$ cat src/rtl/dict_value_pkg.sv
`default_nettype none
// ============================================================================
//  Module      : dict_value_pkg
//  Description : Shared definitions for the dictionary-value compressor and
//                decompressor: default sizes, FSM state type and the codebook.
//  Revision    : 1.0 - initial release
// ============================================================================
package dict_value_pkg;

    localparam int DEF_CHUNK_SIZE    = 4;
    localparam int DEF_CODEBOOK_SIZE = 8;
    localparam int DEF_INDEX_BITS    = $clog2(DEF_CODEBOOK_SIZE);
    localparam int DEF_NUM_CHUNKS    = 32;

    typedef enum logic [1:0] {
        ST_IDLE  = 2'd0,
        ST_SHIFT = 2'd1,
        ST_DONE  = 2'd2
    } dv_state_t;

    // Entry 0 is the rightmost element of the packed array.
    localparam logic [DEF_CODEBOOK_SIZE-1:0][DEF_CHUNK_SIZE-1:0] CB = {
        4'b1000, 4'b1100, 4'b1110, 4'b1111,
        4'b0111, 4'b0011, 4'b0001, 4'b0000
    };

endpackage
`default_nettype wire

$ cat src/rtl/dict_value_decompressor_if.sv
`default_nettype none
// ============================================================================
//  Module      : dict_value_decompressor_if
//  Description : Input vector handshake and serial output handshake of the
//                dictionary-value decompressor.
//  Revision    : 1.0 - initial release
// ============================================================================
interface dict_value_decompressor_if #(
    parameter int NUM_CHUNKS = dict_value_pkg::DEF_NUM_CHUNKS,
    parameter int INDEX_BITS = dict_value_pkg::DEF_INDEX_BITS
);
    logic [NUM_CHUNKS*INDEX_BITS-1:0] compressed_in;
    logic                             in_valid;
    logic                             in_ready;
    logic                             data_out;
    logic                             data_valid;
    logic                             out_ready;
    logic                             decompression_done;

    modport master (
        output compressed_in, in_valid, out_ready,
        input  in_ready, data_out, data_valid, decompression_done
    );

    modport slave (
        input  compressed_in, in_valid, out_ready,
        output in_ready, data_out, data_valid, decompression_done
    );
endinterface
`default_nettype wire

$ cat src/rtl/dict_value_codebook_lookup.sv
`default_nettype none
// ============================================================================
//  Module      : dict_value_codebook_lookup
//  Description : Codebook index -> chunk lookup. Constant ROM by default;
//                a reset-initialised writable register array when
//                DICT_DECOMP_PROG_CB_EN is defined.
//  Revision    : 1.0 - initial release
// ============================================================================
module dict_value_codebook_lookup
    import dict_value_pkg::*;
#(
    parameter int CHUNK_SIZE    = DEF_CHUNK_SIZE,
    parameter int CODEBOOK_SIZE = DEF_CODEBOOK_SIZE,
    parameter int INDEX_BITS    = $clog2(CODEBOOK_SIZE)
) (
`ifdef DICT_DECOMP_PROG_CB_EN
    input  wire logic                  clk,
    input  wire logic                  rst,
    input  wire logic                  i_we,
    input  wire logic [INDEX_BITS-1:0] i_waddr,
    input  wire logic [CHUNK_SIZE-1:0] i_wdata,
`endif
    input  wire logic [INDEX_BITS-1:0] i_idx,
    output logic      [CHUNK_SIZE-1:0] o_chunk
);

    logic [CHUNK_SIZE-1:0] w_init  [CODEBOOK_SIZE];
    logic [CHUNK_SIZE-1:0] w_table [CODEBOOK_SIZE];

    // Entries beyond the package table are zero.
    generate
        for (genvar e = 0; e < CODEBOOK_SIZE; e++) begin : g_init
            if (e < DEF_CODEBOOK_SIZE) begin : g_pkg
                assign w_init[e] = CHUNK_SIZE'(CB[e]);
            end else begin : g_zero
                assign w_init[e] = '0;
            end
        end
    endgenerate

`ifdef DICT_DECOMP_PROG_CB_EN
    logic [CHUNK_SIZE-1:0] r_cb [CODEBOOK_SIZE];

    // Writable codebook, restored to the package table on reset.
    always_ff @(posedge clk) begin
        if (rst) begin
            for (int e = 0; e < CODEBOOK_SIZE; e++) begin
                r_cb[e] <= w_init[e];
            end
        end else if (i_we && (32'(i_waddr) < CODEBOOK_SIZE)) begin
            r_cb[i_waddr] <= i_wdata;
        end
    end

    assign w_table = r_cb;
`else
    assign w_table = w_init;
`endif

    // Out-of-range indices decode to an all-zero chunk.
    always_comb begin
        o_chunk = '0;
        if (32'(i_idx) < CODEBOOK_SIZE) begin
            o_chunk = w_table[i_idx];
        end
    end

endmodule
`default_nettype wire

$ cat src/rtl/dict_value_decompressor.sv
`default_nettype none
// ============================================================================
//  Module      : dict_value_decompressor
//  Description : Accepts a packed vector of codebook indices, looks each one
//                up and streams the reconstructed chunks one bit per transfer,
//                MSB first, chunk 0 first. Optional programmable codebook
//                enabled by macro DICT_DECOMP_PROG_CB_EN.
//  Revision    : 1.0 - initial release
// ============================================================================
module dict_value_decompressor
    import dict_value_pkg::*;
#(
    parameter int CHUNK_SIZE    = DEF_CHUNK_SIZE,
    parameter int CODEBOOK_SIZE = DEF_CODEBOOK_SIZE,
    parameter int INDEX_BITS    = $clog2(CODEBOOK_SIZE),
    parameter int NUM_CHUNKS    = DEF_NUM_CHUNKS
) (
    input  wire logic                  clk,
    input  wire logic                  rst,
`ifdef DICT_DECOMP_PROG_CB_EN
    input  wire logic                  cb_we,
    input  wire logic [INDEX_BITS-1:0] cb_addr,
    input  wire logic [CHUNK_SIZE-1:0] cb_wdata,
`endif
    dict_value_decompressor_if.slave   bus
);

    localparam int CNT_W = (NUM_CHUNKS > 1) ? $clog2(NUM_CHUNKS) : 1;
    localparam int BIT_W = (CHUNK_SIZE > 1) ? $clog2(CHUNK_SIZE) : 1;
    localparam logic [CNT_W-1:0] LAST_CHUNK = CNT_W'(NUM_CHUNKS - 1);
    localparam logic [BIT_W-1:0] FIRST_BIT  = BIT_W'(CHUNK_SIZE - 1);

    dv_state_t                        r_state;
    dv_state_t                        w_state_nxt;
    logic [NUM_CHUNKS*INDEX_BITS-1:0] r_idx;
    logic [CHUNK_SIZE-1:0]            r_shreg;
    logic [CNT_W-1:0]                 r_chunk_cnt;
    logic [BIT_W-1:0]                 r_bit_cnt;
    logic                             r_data_valid;
    logic                             r_done;

    logic                             w_in_xfer;
    logic                             w_out_xfer;
    logic                             w_chunk_end;
    logic                             w_last_bit;
    logic [CNT_W-1:0]                 w_next_chunk;
    logic [INDEX_BITS-1:0]            w_lookup_idx;
    logic [CHUNK_SIZE-1:0]            w_chunk;

    assign w_in_xfer   = bus.in_valid && (r_state == ST_IDLE);
    assign w_out_xfer  = r_data_valid && bus.out_ready;
    assign w_chunk_end = (r_bit_cnt == '0);
    assign w_last_bit  = w_chunk_end && (r_chunk_cnt == LAST_CHUNK);
    // Saturates on the last chunk; the value is unused there.
    assign w_next_chunk = (r_chunk_cnt == LAST_CHUNK) ? r_chunk_cnt
                                                      : r_chunk_cnt + CNT_W'(1);

    // Single lookup port: chunk 0 of the incoming vector while idle,
    // the following chunk of the latched vector while shifting.
    always_comb begin
        w_lookup_idx = bus.compressed_in[INDEX_BITS-1:0];
        if (r_state == ST_SHIFT) begin
            w_lookup_idx = r_idx[int'(w_next_chunk)*INDEX_BITS +: INDEX_BITS];
        end
    end

`ifdef DICT_DECOMP_PROG_CB_EN
    logic w_cb_we;
    // Codebook writes only land while no stream is in flight.
    assign w_cb_we = cb_we && (r_state == ST_IDLE);
`endif

    dict_value_codebook_lookup #(
        .CHUNK_SIZE    (CHUNK_SIZE),
        .CODEBOOK_SIZE (CODEBOOK_SIZE),
        .INDEX_BITS    (INDEX_BITS)
    ) u_lookup (
`ifdef DICT_DECOMP_PROG_CB_EN
        .clk     (clk),
        .rst     (rst),
        .i_we    (w_cb_we),
        .i_waddr (cb_addr),
        .i_wdata (cb_wdata),
`endif
        .i_idx   (w_lookup_idx),
        .o_chunk (w_chunk)
    );

    // FSM state register.
    always_ff @(posedge clk) begin
        if (rst) begin
            r_state <= ST_IDLE;
        end else begin
            r_state <= w_state_nxt;
        end
    end

    // FSM next-state logic.
    always_comb begin
        w_state_nxt = r_state;
        unique case (r_state)
            ST_IDLE:  if (w_in_xfer) w_state_nxt = ST_SHIFT;
            ST_SHIFT: if (w_out_xfer && w_last_bit) w_state_nxt = ST_DONE;
            ST_DONE:  w_state_nxt = ST_IDLE;
            default:  w_state_nxt = ST_IDLE;
        endcase
    end

    // Datapath: vector latch, shift register, counters and output flags.
    always_ff @(posedge clk) begin
        if (rst) begin
            r_idx        <= '0;
            r_shreg      <= '0;
            r_chunk_cnt  <= '0;
            r_bit_cnt    <= '0;
            r_data_valid <= 1'b0;
            r_done       <= 1'b0;
        end else begin
            r_done <= 1'b0;
            unique case (r_state)
                ST_IDLE: begin
                    if (w_in_xfer) begin
                        r_idx        <= bus.compressed_in;
                        r_shreg      <= w_chunk;
                        r_chunk_cnt  <= '0;
                        r_bit_cnt    <= FIRST_BIT;
                        r_data_valid <= 1'b1;
                    end
                end
                ST_SHIFT: begin
                    if (w_out_xfer) begin
                        if (!w_chunk_end) begin
                            r_shreg   <= r_shreg << 1;
                            r_bit_cnt <= r_bit_cnt - BIT_W'(1);
                        end else if (w_last_bit) begin
                            // Clear so data_out idles at zero.
                            r_shreg      <= '0;
                            r_data_valid <= 1'b0;
                            r_done       <= 1'b1;
                        end else begin
                            r_shreg     <= w_chunk;
                            r_chunk_cnt <= w_next_chunk;
                            r_bit_cnt   <= FIRST_BIT;
                        end
                    end
                end
                default: ;
            endcase
        end
    end

    assign bus.in_ready           = (r_state == ST_IDLE);
    assign bus.data_out           = r_shreg[CHUNK_SIZE-1];
    assign bus.data_valid         = r_data_valid;
    assign bus.decompression_done = r_done;

endmodule
`default_nettype wire

$ cat src/flat_wrapper.sv
// flat-port wrapper written by rule: the top's interface ports become plain ports
module dict_value_decompressor_flat import dict_value_pkg::*;
#(
    parameter int CHUNK_SIZE    = DEF_CHUNK_SIZE,
    parameter int CODEBOOK_SIZE = DEF_CODEBOOK_SIZE,
    parameter int INDEX_BITS    = $clog2(CODEBOOK_SIZE),
    parameter int NUM_CHUNKS    = DEF_NUM_CHUNKS
)
  (clk, rst, bus_compressed_in, bus_in_valid, bus_out_ready, bus_in_ready, bus_data_out, bus_data_valid, bus_decompression_done);
  dict_value_decompressor_if #(.NUM_CHUNKS(NUM_CHUNKS), .INDEX_BITS(INDEX_BITS)) bus_i ();
  input  wire logic clk;
  input  wire logic rst;
  input wire logic [$bits(bus_i.compressed_in)-1:0] bus_compressed_in;
  input wire logic [$bits(bus_i.in_valid)-1:0] bus_in_valid;
  input wire logic [$bits(bus_i.out_ready)-1:0] bus_out_ready;
  output wire logic [$bits(bus_i.in_ready)-1:0] bus_in_ready;
  output wire logic [$bits(bus_i.data_out)-1:0] bus_data_out;
  output wire logic [$bits(bus_i.data_valid)-1:0] bus_data_valid;
  output wire logic [$bits(bus_i.decompression_done)-1:0] bus_decompression_done;
  assign bus_i.compressed_in = bus_compressed_in;
  assign bus_i.in_valid = bus_in_valid;
  assign bus_i.out_ready = bus_out_ready;
  assign bus_in_ready = bus_i.in_ready;
  assign bus_data_out = bus_i.data_out;
  assign bus_data_valid = bus_i.data_valid;
  assign bus_decompression_done = bus_i.decompression_done;
  dict_value_decompressor #(.CHUNK_SIZE(CHUNK_SIZE), .CODEBOOK_SIZE(CODEBOOK_SIZE), .INDEX_BITS(INDEX_BITS), .NUM_CHUNKS(NUM_CHUNKS)) u_core (.clk(clk), .rst(rst), .bus(bus_i));
endmodule
$ cat config.mk
export PLATFORM = sky130hd
export DESIGN_NAME = dict_value_decompressor_flat
export DESIGN_NICKNAME = d
export VERILOG_FILES = /design/src/rtl/dict_value_pkg.sv /design/src/rtl/dict_value_decompressor_if.sv /design/src/rtl/dict_value_codebook_lookup.sv /design/src/rtl/dict_value_decompressor.sv /design/src/flat_wrapper.sv
export SDC_FILE = /design/constraint.sdc
export NUM_CORES = 1
export LEC_CHECK = 0
export CORE_MARGIN = 3
export CORE_UTILIZATION = 50
export CTS_CLUSTER_DIAMETER = 40
export DETAILED_ROUTE_END_ITERATION = 6
export PLACE_DENSITY = 0.78
export REMOVE_ABC_BUFFERS = 1
export SETUP_SLACK_MARGIN = 0.2
export SYNTH_ARGS = -nofsm -noshare
export SYNTH_HDL_FRONTEND = slang
export SYNTH_SLANG_ARGS = --single-unit
$ cat constraint.sdc
create_clock -name clk -period 3.25 [get_ports clk]
set_clock_uncertainty 0.2 [all_clocks]
set_input_delay 0.4875 -clock clk [delete_from_list [all_inputs] [get_ports clk]]
set_output_delay 0.4875 -clock clk [all_outputs]
set_load 0.01 [all_outputs]
Word level (Yosys, flattened, before mapping)
Memories as Yosys holds them, arrays and structs flattened. Index checks and enable logic that the tools add are counted.

Register bits after elaboration: 111. ROM bits: 32. Bits of input ports: 100. Output and inout port bits: 4. Logic and storage cells: 68. Memories kept: 1.

Memories: (no name shown) (depth 8, width 4, rd ports 1, clocked after Yosys merged registers in 0, wr ports 0, RTL line dict_value_codebook_lookup.sv:64) `o_chunk = w_table[i_idx];`.

Add/subtract/negate cells: 2. $mul: 1. Magnitude comparators: 1. Eq/ne operators: 9. Shift operators: 1. Mux-type cells: 28. Bitwise operators: 4. Reduce and logical (&&, ||, !) cells: 14.

Operators with widths (number): $shiftx A96 B32 Y3 (1); $mux W5 (5); $mux W4 (6); $mux W2 (6); $pmux W5 S2 (1); $reduce_and A5 Y1 (2); $ne A2 B1 Y1 const B (4); $pmux W2 S2 (2); $pmux W4 S2 (1); $mul A5 B2 Y7 const B (1); $add A5 B1 Y5 const B (1); $eq A5 B5 Y1 const B (1); $mux W1 (5); $ge A4 B4 Y1 const B (1); $logic_and A1 B1 Y1 (4); $logic_not A2 Y1 (2); $ne A2 B2 Y1 const B (2); $not A3 Y4 (1); $reduce_and A2 Y1 (2); $reduce_and A4 Y1 (1); $reduce_or A4 Y1 (1); $mux W3 (1); $ne A3 B3 Y1 const B (1); $not A1 Y1 (3); other kinds (5) (5).

Logic depth before layout (Yosys ltp)
Gate-level depths: netlist of run 1.

Depth after elaboration: 13. Mapped depth: 14. Gate-level depth less buffers: 10.

By module
From an unflattened synthesis of run 1, not the netlist that was laid out.

Cell total of the unflattened synthesis: 691. Area total of the unflattened synthesis: 4909.7 µm².

By module, submodules not included: dict_value_decompressor (instances 1, cells an instance 685, area each 4868.4 µm², seq. area each 2222.1 µm²); dict_value_codebook_lookup (instances 1, cells an instance 6, area each 41.3 µm², seq. area each 0.0 µm²).

Worst setup path after synthesis of run 1
Ideal clock, no wire load.

Kind: reg-to-reg. Start point: register u_core.r_chunk_cnt[1]. End point: register u_core.r_shreg[2]. Setup time: 0.092 ns. Data arrival time: 2.417 ns. Required time: 2.958 ns. Path slack: 0.540 ns. Cell stages (with the launch flop): 14. Buffers on the path: 3. Clock period less this slack: 2.710 ns. Cell sequence: dfxtp_1 -> ha_1 -> buf_6 -> nand4_4 -> xor2_2 -> buf_6 -> buf_12 -> nand2_1 -> a32oi_1 -> nand4_1 -> o31a_1 -> a41o_1 -> o21a_1 -> o32ai_1.

Word-level cells in the longest chain between the ends: 13. Elaborated cells on any way between the ends: 16. Those cells by class: add/sub (1); mul (1); eq/ne (1); shift (1); mux (9); bitwise (1); reduce/logical (1); memory (1).

RTL lines: from (decl) (RTL line dict_value_decompressor.sv:37) `logic [CNT_W-1:0] r_chunk_cnt;`; from (signal assigned) (RTL line dict_value_decompressor.sv:142) `r_chunk_cnt <= w_next_chunk;`; $add A5 B1 Y5 / $eq A5 B5 Y1 (equally long branches) (RTL line dict_value_decompressor.sv:56, dict_value_decompressor.sv:53, dict_value_decompressor.sv:55); $mux W5 (RTL line dict_value_decompressor.sv:55) `assign w_next_chunk = (r_chunk_cnt == LAST_CHUNK) ? r_chunk_cnt`; $mul A5 B2 Y7 (RTL line dict_value_decompressor.sv:63) `w_lookup_idx = r_idx[int'(w_next_chunk)*INDEX_BITS +: INDEX_BITS];`; $shiftx A96 B32 Y3 (RTL line dict_value_decompressor.sv:63); $mux W3 (RTL line dict_value_decompressor.sv:62) `if (r_state == ST_SHIFT) begin`; $not A3 Y4 (not written as such) (RTL line dict_value_codebook_lookup.sv:64); $mem_v2 Z8 W4; $mux W4 (not written as such) (2 in a row) (RTL line dict_value_codebook_lookup.sv:64); $mux W4 (RTL line dict_value_decompressor.sv:135) `end else if (w_last_bit) begin`; $mux W4 (RTL line dict_value_decompressor.sv:132) `if (!w_chunk_end) begin`; $mux W4 (RTL line dict_value_decompressor.sv:131) `if (w_out_xfer) begin`; $pmux W4 S2 (*) (RTL line dict_value_decompressor.sv:120) `unique case (r_state)`; to (signal assigned) (RTL line dict_value_decompressor.sv:124) `r_shreg <= w_chunk;`; to (signal assigned) (RTL line dict_value_decompressor.sv:133) `r_shreg <= r_shreg << 1;`; to (signal assigned) (RTL line dict_value_decompressor.sv:141) `r_shreg <= w_chunk;`; to (decl) (RTL line dict_value_decompressor.sv:36) `logic [CHUNK_SIZE-1:0] r_shreg;`.

Every way passes the cells marked *; elsewhere a longest branch is shown, timed or not. The select of a mux whose other input is x is not followed. A chain may end at the register's enable or synchronous reset.

Worst setup path after layout of run 1
Ends and elaborated chain as after synthesis.

==> results of run 1 <==
==> layout make-up <==
type,instances,share of cell area
sequential,111,0.349
timing repair buffer,122,0.185
clock buffer,9,0.0194
inverter,5,0.00294
clock inverter,7,0.0124
tap,133,0.0261
multi-input combinational,525,0.405
==> metrics by stage <==
step | instances | setup slack [ns] | area, sq um | TNS (ns) | total power [mW]
finish | 912 | 0.310 | 6380 | 0 | 2.72
global route | 912 | 0.199 | 6380 | 0 | 2.86
CTS | 912 | 0.229 | 6360 | 0 | 2.74
detailed placement | 896 | 0.254 | 6160 | 0 | 1.93
global placement | 896 | 0.350 | 6160 | 0 | 1.92
floorplan | 641 | -0.809 | 4800 | -2.89 | 1.71
==> synthesized netlist by cell type (2+ instances only) <==
master,n,area share
a21o_1,3,0.0044
a21oi_1,111,0.11
a22o_1,2,0.0035
a311oi_1,2,0.0035
a31oi_1,12,0.015
a32oi_1,11,0.019
a41o_1,2,0.0039
and2_1,2,0.0025
and3_1,4,0.0049
and4_1,2,0.0035
buf_1,3,0.0022
buf_2,7,0.0069
buf_4,4,0.0059
buf_6,4,0.0089
clkbuf_1,34,0.025
dfxtp_1,111,0.44
ha_1,2,0.0049
inv_1,5,0.0037
mux2i_1,14,0.028
nand2_1,276,0.20
nand2b_1,3,0.0037
nand3_1,24,0.024
nand4_1,7,0.0086
nor2_1,20,0.015
nor2b_1,2,0.0025
nor3_1,4,0.0039
o21ai_0,5,0.0049
o22ai_1,2,0.0025
==> final timing paths <==
| path | start | to | slack (ns) |
|---|---|---|---|
| max | u_core.r_chunk_cnt[1] | u_core.r_shreg[2] | 0.31 |
| max reg2reg | u_core.r_chunk_cnt[1] | u_core.r_shreg[2] | 0.31 |
| min | u_core.r_idx[53] | u_core.r_idx[53] | 0.26 |
| min reg2reg | u_core.r_idx[53] | u_core.r_idx[53] | 0.26 |
==> flip-flops by register name, indices dropped and copies added, names as in the netlist <==
register and count:
u_core.bus.data_valid 1, u_core.bus.decompression_done 1, u_core.r_bit_cnt 2, u_core.r_chunk_cnt 5
u_core.r_idx 96, u_core.r_shreg 4, u_core.r_state 2
==> report_power, final <==
part           leakage, nW  switching [mW]  internal (mW)
sequential           0.912          0.0456           1.44
combinational         1.38           0.209          0.204
clock                0.102           0.517          0.306
==> worst max-delay path, cell delays in order (launching register included) <==
cell and delay, ns:
dfxtp_2 0.39, ha_1 0.23, nand4_4 0.21, xor2_4 0.24, buf_6 0.25, nand2_1 0.08, and3_1 0.18, o31a_1 0.31
a41o_1 0.31, o21a_1 0.21, o32ai_1 0.22
==> cell usage in the layout (no fill, tap or decap), types with 2 or more instances in the layout <==
cell type          n
clkinv_8           2
inv_1              5
mux2i_1           14
o21ai_0            5
clkinv_4           2
dfxtp_1          109
nor2b_1            2
and3_1             4
buf_4             18
o22ai_1            2
a41o_1             2
ha_1               2
a311oi_1           2
nand2b_1           3
clkbuf_8           9
buf_6              2
a21o_1             3
clkdlybuf4s50_1  102
nor3_1             4
nand3_1           24
nand2_1          275
and4_1             2
a31oi_1           12
inv_6              2
nor2_1            20
nand4_1            7
a21oi_1          110
dfxtp_2            2
a32oi_1           11
==> kinds of logic after synthesis <==
kind of cell	count (synthesis)	synth area share
AND/OR/NAND/NOR	347	0.280
AO/OA/AOI/OAI	159	0.182
flip-flops	111	0.438
buffers and inverters	59	0.0577
multiplexers	14	0.0276
XOR/XNOR	3	0.0104
adder cells (fa/ha/maj)	2	0.00493
==> layer usage <==
layer	vias to the layer above	GRT usage
li1	2496	-
met1	2282	0.291
met2	176	0.392
met3	24	0.0361
met4	0	0.0767
met5	-	0
==> timing repair <==
action,4_1_cts,5_1_grt
endpoints found under the setup margin,0,3
buffers inserted,0,0
endpoints found under the hold margin,0,0
resized for setup,0,6
==> impl_metrics.yaml, run 1 <==
outcome:
  status: "complete, no violations"
clock_tree:
  tritoncts: "done"
  clockBufferDepth: 2
  clock-root-buffer: "clkbuf_8"
  cts_max_level: 3
  cts_hold_buf: 0
  clock_latency_ns: 0.39
  cts_made_buffers: 9
  clock-sinks: 111
  cts.clk_slew.worst_paths_ns: 0.12
route:
  dr.pass1.iters: 5
  wl_met3_microns: 771
  drc: 0
  vias_per_cell: 5.46
  vias: 4978
  dr_wl_met2_microns: 6150
  wl_met1_microns: 5780
  routed_wl_microns: 12900
  drtIter0Drc: 340
  ant_nets: 0
  top_layer: "met4"
  wl_per_cell_microns: 14.2
sta:
  hold_viol_final: 0
  finalCritPeriodShare: 0.905
  timing_worst_slew_pin_value_ns: 0.637
  rsz0062_at_grt: "yes"
  hold_slack_ns: 0.263
  setup_viol_count_final: 0
  slew_headroom: 0.571
  finalMaxSlewViolations: 0
  max_freq_mhz: 340
  final.min_clock_period_ns: 2.94
critical_path:
  required_ns: 3.33
  cp_max_fo: 26
  start_kind: "register"
  reg2regPathDepth: 10
  path_class: "reg2reg"
  cp.arrival_ns: 3.02
  critical_path.endpoint_type: "register"
grt:
  grt_usage: 0.228
  grt_pass1_vias: 4804
  grt_overflow: 0
  antenna_found_initial: 0
  grt_pass1_wl_microns: 21500
  grt_max_degree: 44
finish:
  regArea_sq_um: 2220
  syn2layout_area_growth_pct: 25.7
  drive_gt1_frac: 0.0578
  nets: 876
  n_antenna_cell: 0
  fill_cells: 947
  multi_input_area_sq_um: 2580
  utilization: 0.649
yosys:
  synth_warnings: 0
  synthArstFlopShare: 0
  synth_edf_count: 0
  ys_seq_area_frac: 0.438
  netlist_instances: 695
  syn_area_sq_um: 5070
  synth-main-ff-cell: "dfxtp_1"
  synth.distinct_cells: 45
  ys_ff_latch: 111
  avgSynthCellArea_sq_um: 7.30
min_path:
  hold_path_class: "reg2reg"
  worstHoldPathCells: 2
die:
  rows: 36
  io_pins: 104
  dieArea_sq_um: 11400
  core-area_sq_um: 9820
  start_util: 0.517
  die_x_microns: 107
  dieHeight_microns: 107
place:
  dpl.hpwl_microns: 9200
  gp_congestion: 0.900
  port_buffers: 103
power_and_ir_drop:
  peakVddDrop_mv: 0.251
  powerDensity_nw_per_um2: 427
  p_leak_nw: 2.40
run:
  cap_violations: 0
Note: power is estimated with default switching activity, not from simulation.
==> inputs of run 2 (changes only) <==
--- a/config.mk
+++ b/config.mk
@@ -5,7 +5,6 @@
 export SDC_FILE = /design/constraint.sdc
 export NUM_CORES = 1
 export LEC_CHECK = 0
-export CORE_MARGIN = 3
 export CORE_UTILIZATION = 50
 export CTS_CLUSTER_DIAMETER = 40
 export DETAILED_ROUTE_END_ITERATION = 6
==> run 2 against run 1 <==
Hold slack hardly changed. Combinational power is essentially flat. Power is 5.1% higher. Die area shrank 7.4%. Sequential share of layout area down 0.31 points. Worst setup slack improved by 0.043 ns. Core utilization rose by 0.66 points. Maximum frequency up 1.5%. First-iteration DRC count is 37% lower. Critical path depth up 1. Critical path type unchanged. Critical endpoint unchanged. Largest cell class unchanged. Largest power group unchanged. Highest routed layer unchanged.
==> impl_metrics.yaml, run 2 (synthesized netlist as in run 1, its figures left out) <==
route:
  wl_per_cell_microns: 14.0
  ant_nets: 0
  vias: 4909
  vias_per_cell: 5.39
  dr.pass1.iters: 4
  drc: 0
  drtIter0Drc: 213
  routed_wl_microns: 12700
clock_tree:
  cts.clk_slew.worst_paths_ns: 0.11
  clockBufferDepth: 2
  cts_max_level: 3
  clock-sinks: 111
  tritoncts: "done"
  clock_latency_ns: 0.38
  cts_hold_buf: 0
  cts_made_buffers: 9
  clock-root-buffer: "clkbuf_8"
critical_path:
  timing.critical_path.buf_inv: 1
  cp.arrival_ns: 2.97
  path_cells: "ha_2 > nand4_4 > xor2_4 > buf_8 > nand2_1 > a32oi_1 > nand4_1 > o31a_1 > a41o_1 > o21a_1 > o32ai_1"
  path_class: "reg2reg"
  slowest_stage: "dfxtp_2"
  cp_max_fo: 13
  slowest_delay_ns: 0.40
  critical_path.endpoint_type: "register"
  start_kind: "register"
  cp_top_family: "compound AO/OA/AOI/OAI gates"
  required_ns: 3.32
die:
  rows: 36
  core-area_sq_um: 9820
  io_pins: 104
  dieArea_sq_um: 10600
  start_util: 0.517
  die_x_microns: 103
  dieHeight_microns: 103
finish:
  nets: 875
  top_register: "u_core.r_idx"
  n_antenna_cell: 0
  final_area_sq_um: 6440
  syn2layout_area_growth_pct: 27.0
  final_cell_mix: "275 x nand2_1, 110 x a21oi_1, 107 x dfxtp_1"
  final_common_cell: "nand2_1"
  utilization: 0.656
  fill_cells: 913
  final_cells: 911
  largest_register_ffs: 96
  reg_top3: "u_core.r_idx (96), u_core.r_chunk_cnt (5), u_core.r_shreg (4)"
  drive_gt1_frac: 0.0668
sta:
  fin_ws_ns: 0.353
  timing_worst_slew_pin_value_ns: 0.643
  final.min_clock_period_ns: 2.90
  finalMaxSlewViolations: 0
  max_freq_mhz: 345
  rsz0062_at_grt: "no"
  slew_headroom: 0.567
  tns_ns: 0
  hold_viol_final: 0
  finalCritPeriodShare: 0.891
  setup_viol_count_final: 0
grt:
  grt_overflow: 0
  grt_pass1_vias: 4538
  antenna_found_initial: 0
  grt_max_degree: 98
  grt_usage: 0.249
  grt_pass1_wl_microns: 20800
place:
  place_ws_ns: 0.143
  dpl.cell_count: 893
  dpl.hpwl_microns: 8980
  placed_area_sq_um: 6150
  gp_congestion: 0.837
  port_buffers: 103
power_and_ir_drop:
  peakVddDrop_mv: 0.217
  p_leak_nw: 2.41
  powerDensity_nw_per_um2: 444
outcome:
  status: "complete, no violations"
run:
  cap_violations: 0
min_path:
  hold_path_class: "reg2reg"
[run 2: cell types whose count changed in the layout (fill, tap and decap cells not counted), sizes merged]
cell    delta
clkinv     -4
inv        +2
bufinv     +2
buf        -1
[run 2: layout make-up]
cell class / instances / area [sq um] / area share
inverters: 5 / 18.8 / 0.00291
repair buffers: 121 / 1200 / 0.186
flip-flops and latches: 111 / 2230 / 0.346
well taps: 133 / 166 / 0.0258
multi-input cells: 525 / 2600 / 0.404
clock buffers: 9 / 124 / 0.0192
clock inverters: 7 / 109 / 0.0169
[run 2: tightest hold or removal path, delay by kind of cell (launching register included)]
| family | cells | cell delay (ns) |
|---|---|---|
| AOI/OAI and AO/OA | 1 | 0.05 |
| DFF | 1 | 0.33 |
| and+or+nand+nor | 1 | 0.05 |
[run 2: stage by stage]
step	power [mW]	hold WS, ns
2_1_floorplan	1.71	0.230
6_report	2.86	0.263
3_3_place_gp	1.92	0.244
4_1_cts	2.87	0.264
3_5_place_dp	1.93	0.247
5_1_grt	2.99	0.280
[run 2: power by group]
| part | internal [mW] | switching (mW) | total (mW) |
|---|---|---|---|
| Combinational | 0.205 | 0.205 | 0.410 |
| Clock | 0.454 | 0.508 | 0.962 |
| Sequential | 1.44 | 0.0471 | 1.49 |
| Total | 2.10 | 0.760 | 2.86 |
[run 2: layer usage]
| layer | part of all wire | track usage | vias up |
|---|---|---|---|
| li1 | - | - | 2497 |
| met1 | 0.46 | 0.316 | 2254 |
| met2 | 0.48 | 0.427 | 131 |
| met3 | 0.039 | 0.0366 | 27 |
| met4 | 0.025 | 0.0953 | 0 |
| met5 | 0 | 0 | - |
[run 2: what timing repair did]
item | CTS | global route
setup buffers | 1 | 1
pin swaps | 1 | 2
setup endpoints to repair | 2 | 4
resized for setup | 3 | 15
[run 2: final timing paths]
kind / end / slack, ns / start / cells past startpoint
worst max-delay path: u_core.r_shreg[2] / 0.35 / u_core.r_chunk_cnt[1] / 11
worst max register to register: u_core.r_shreg[2] / 0.35 / u_core.r_chunk_cnt[1] / 11
worst min register to register: u_core.r_idx[91] / 0.26 / u_core.r_idx[91] / 2
worst min-delay path: u_core.r_idx[91] / 0.26 / u_core.r_idx[91] / 2
==> inputs of run 3 (changes only) <==
--- a/config.mk
+++ b/config.mk
@@ -8,7 +8,7 @@
 export CORE_UTILIZATION = 50
 export CTS_CLUSTER_DIAMETER = 40
 export DETAILED_ROUTE_END_ITERATION = 6
-export PLACE_DENSITY = 0.78
+export PLACE_DENSITY_LB_ADDON = 0.2
 export REMOVE_ABC_BUFFERS = 1
 export SETUP_SLACK_MARGIN = 0.2
 export SYNTH_ARGS = -nofsm -noshare
==> run 3 against run 2 <==
Core utilization decreased by 0.23 points. Sequential share of layout area increased by 0.10 points. Sequential power about the same. Non-clock buffer count increased by 2. First-iteration DRC count increased by 5.2%. Routed wire length increased by 2.7%. Power decreased by 3.6%. Hold slack got worse by 0.0010 ns. Final cell count increased by 0.22%. Critical path type unchanged. Critical endpoint unchanged. Largest power group unchanged.
==> impl_metrics.yaml, run 3 (synthesized netlist as in run 1, its figures left out) <==
outcome:
  status: "complete, no violations"
place:
  gp_congestion: 0.848
  dpl.cell_count: 896
  dpl.hpwl_microns: 9410
  port_buffers: 103
  placed_area_sq_um: 6180
power_and_ir_drop:
  clkPwrFrac: 0.309
  powerDensity_nw_per_um2: 430
  combinationalPowerShare: 0.150
  p_sw_frac: 0.268
  switching_power_mw: 0.740
  peakVddDrop_mv: 0.326
  p_leak_nw: 2.41
  p_int_mw: 2.02
  pwr-share-seq: 0.541
sta:
  slew_headroom: 0.469
  hold_viol_final: 0
  finalMaxSlewViolations: 0
  setup_viol_count_final: 0
  max_freq_mhz: 343
  finalCritPeriodShare: 0.898
  timing_worst_slew_pin_value_ns: 0.797
  final.min_clock_period_ns: 2.92
  rsz0062_at_grt: "no"
  tns_ns: 0
grt:
  grt_pass1_wl_microns: 21000
  grt_max_degree: 79
  grt_pass1_vias: 4546
  antenna_found_initial: 0
  grt_overflow: 0
  grt_usage: 0.252
route:
  vias_per_cell: 5.49
  routed_wl_microns: 13100
  drc: 0
  wl_per_cell_microns: 14.3
  drtIter0Drc: 224
  dr.pass1.iters: 5
  vias: 5008
  ant_nets: 0
finish:
  largest_register_ffs: 96
  final_cells: 913
  multi_input_area_sq_um: 2590
  final_cell_mix: "275 x nand2_1, 111 x a21oi_1, 108 x dfxtp_1"
  top_register: "u_core.r_idx"
  drive_gt1_frac: 0.0603
  final_common_cell: "nand2_1"
  reg_top3: "u_core.r_idx (96), u_core.r_chunk_cnt (5), u_core.r_shreg (4)"
  n_antenna_cell: 0
  fill_cells: 908
  nets: 877
  syn2layout_area_growth_pct: 26.5
  regArea_sq_um: 2230
  final_area_sq_um: 6420
die:
  dieArea_sq_um: 10600
  rows: 36
  io_pins: 104
  dieHeight_microns: 103
  core-area_sq_um: 9820
  die_x_microns: 103
  start_util: 0.517
critical_path:
  rr_endpoint: "u_core.r_shreg[2]"
  cp_max_fo: 9
  start_kind: "register"
  r2r_start: "u_core.r_chunk_cnt[1]"
  critical_path.endpoint_type: "register"
  cp.arrival_ns: 3.00
  path_class: "reg2reg"
  rrSetupSlack_ns: 0.33
  reg2regPathDepth: 12
  required_ns: 3.33
  crit_start: "u_core.r_chunk_cnt[1]"
min_path:
  hold_path_class: "reg2reg"
  hold_start: "u_core.r_idx[62]"
  hold_path_end: "u_core.r_idx[62]"
  worstHoldPathCells: 2
clock_tree:
  clock_latency_ns: 0.37
  cts_max_level: 3
  clockBufferDepth: 2
  clock-sinks: 111
  cts_made_buffers: 9
  tritoncts: "done"
  cts.clk_slew.worst_paths_ns: 0.10
  clock-root-buffer: "clkbuf_8"
run:
  cap_violations: 0
-- run 3: cell count changes in the layout (fill, tap and decap cells not counted), sizes merged --
cell,previous run,this run
buf,19,21
bufinv,2,1
clkbuf,9,10
-- run 3: layout make-up --
class,count,area share
clock buffers,10,0.0199
well taps,133,0.0259
flip-flops and latches,111,0.347
inverters,5,0.00292
multi-input cells,525,0.404
clock inverters,6,0.0115
repair buffers,123,0.189
-- run 3: per-layer routing --
| metal | GRT usage | part of all wire |
|---|---|---|
| met1 | 0.333 | 0.45 |
| met2 | 0.430 | 0.50 |
| met3 | 0.0414 | 0.047 |
| met4 | 0.0628 | 0.0099 |
| met5 | 0 | 0 |
-- run 3: power by group through the flow --
stage | logic [mW] | registers [mW] | clock network (mW)
3_3_place_gp | 0.402 | 1.52 | 0
3_5_place_dp | 0.415 | 1.52 | 0
2_1_floorplan | 0.203 | 1.51 | 0
6_report | 0.414 | 1.49 | 0.854
5_1_grt | 0.460 | 1.50 | 0.925
4_1_cts | 0.416 | 1.49 | 0.869
-- run 3: critical path, stage by stage (launching register included) --
cell	delay, ns
dfxtp_2	0.36
ha_2	0.20
buf_4	0.17
and2_1	0.21
a21oi_1	0.21
nor2_1	0.08
buf_4	0.18
nand3_1	0.07
nand3_1	0.12
o31a_1	0.30
a41o_1	0.32
o21a_1	0.21
o32ai_1	0.21
-- run 3: what timing repair did --
item                                   4_1_cts  5_1_grt
setup buffers                                0        1
hold buffers                                 0        0
setup endpoints to repair                    0        2
gates resized for setup                      0       10
endpoints found under the hold margin        0        0
-- run 3: worst max path at each step --
| stage | end | depth (start not counted) |
|---|---|---|
| floorplan | u_core.r_shreg[3] | 10 |
| global placement | u_core.r_shreg[3] | 11 |
| detailed placement | u_core.r_shreg[3] | 11 |
| CTS | u_core.r_shreg[3] | 11 |
| global route | u_core.r_shreg[3] | 11 |
| finish | u_core.r_shreg[2] | 12 |
-- run 3: stage by stage --
step           utilization  setup WS, ns  total power [mW]  hold WS (ns)
3_5_place_dp         0.630         0.284              1.94         0.246
6_report             0.654         0.331              2.76         0.262
3_3_place_gp         0.630         0.298              1.92         0.243
4_1_cts              0.650         0.248              2.78         0.260
5_1_grt              0.654         0.188              2.89         0.275
2_1_floorplan            -        -0.809              1.71         0.230
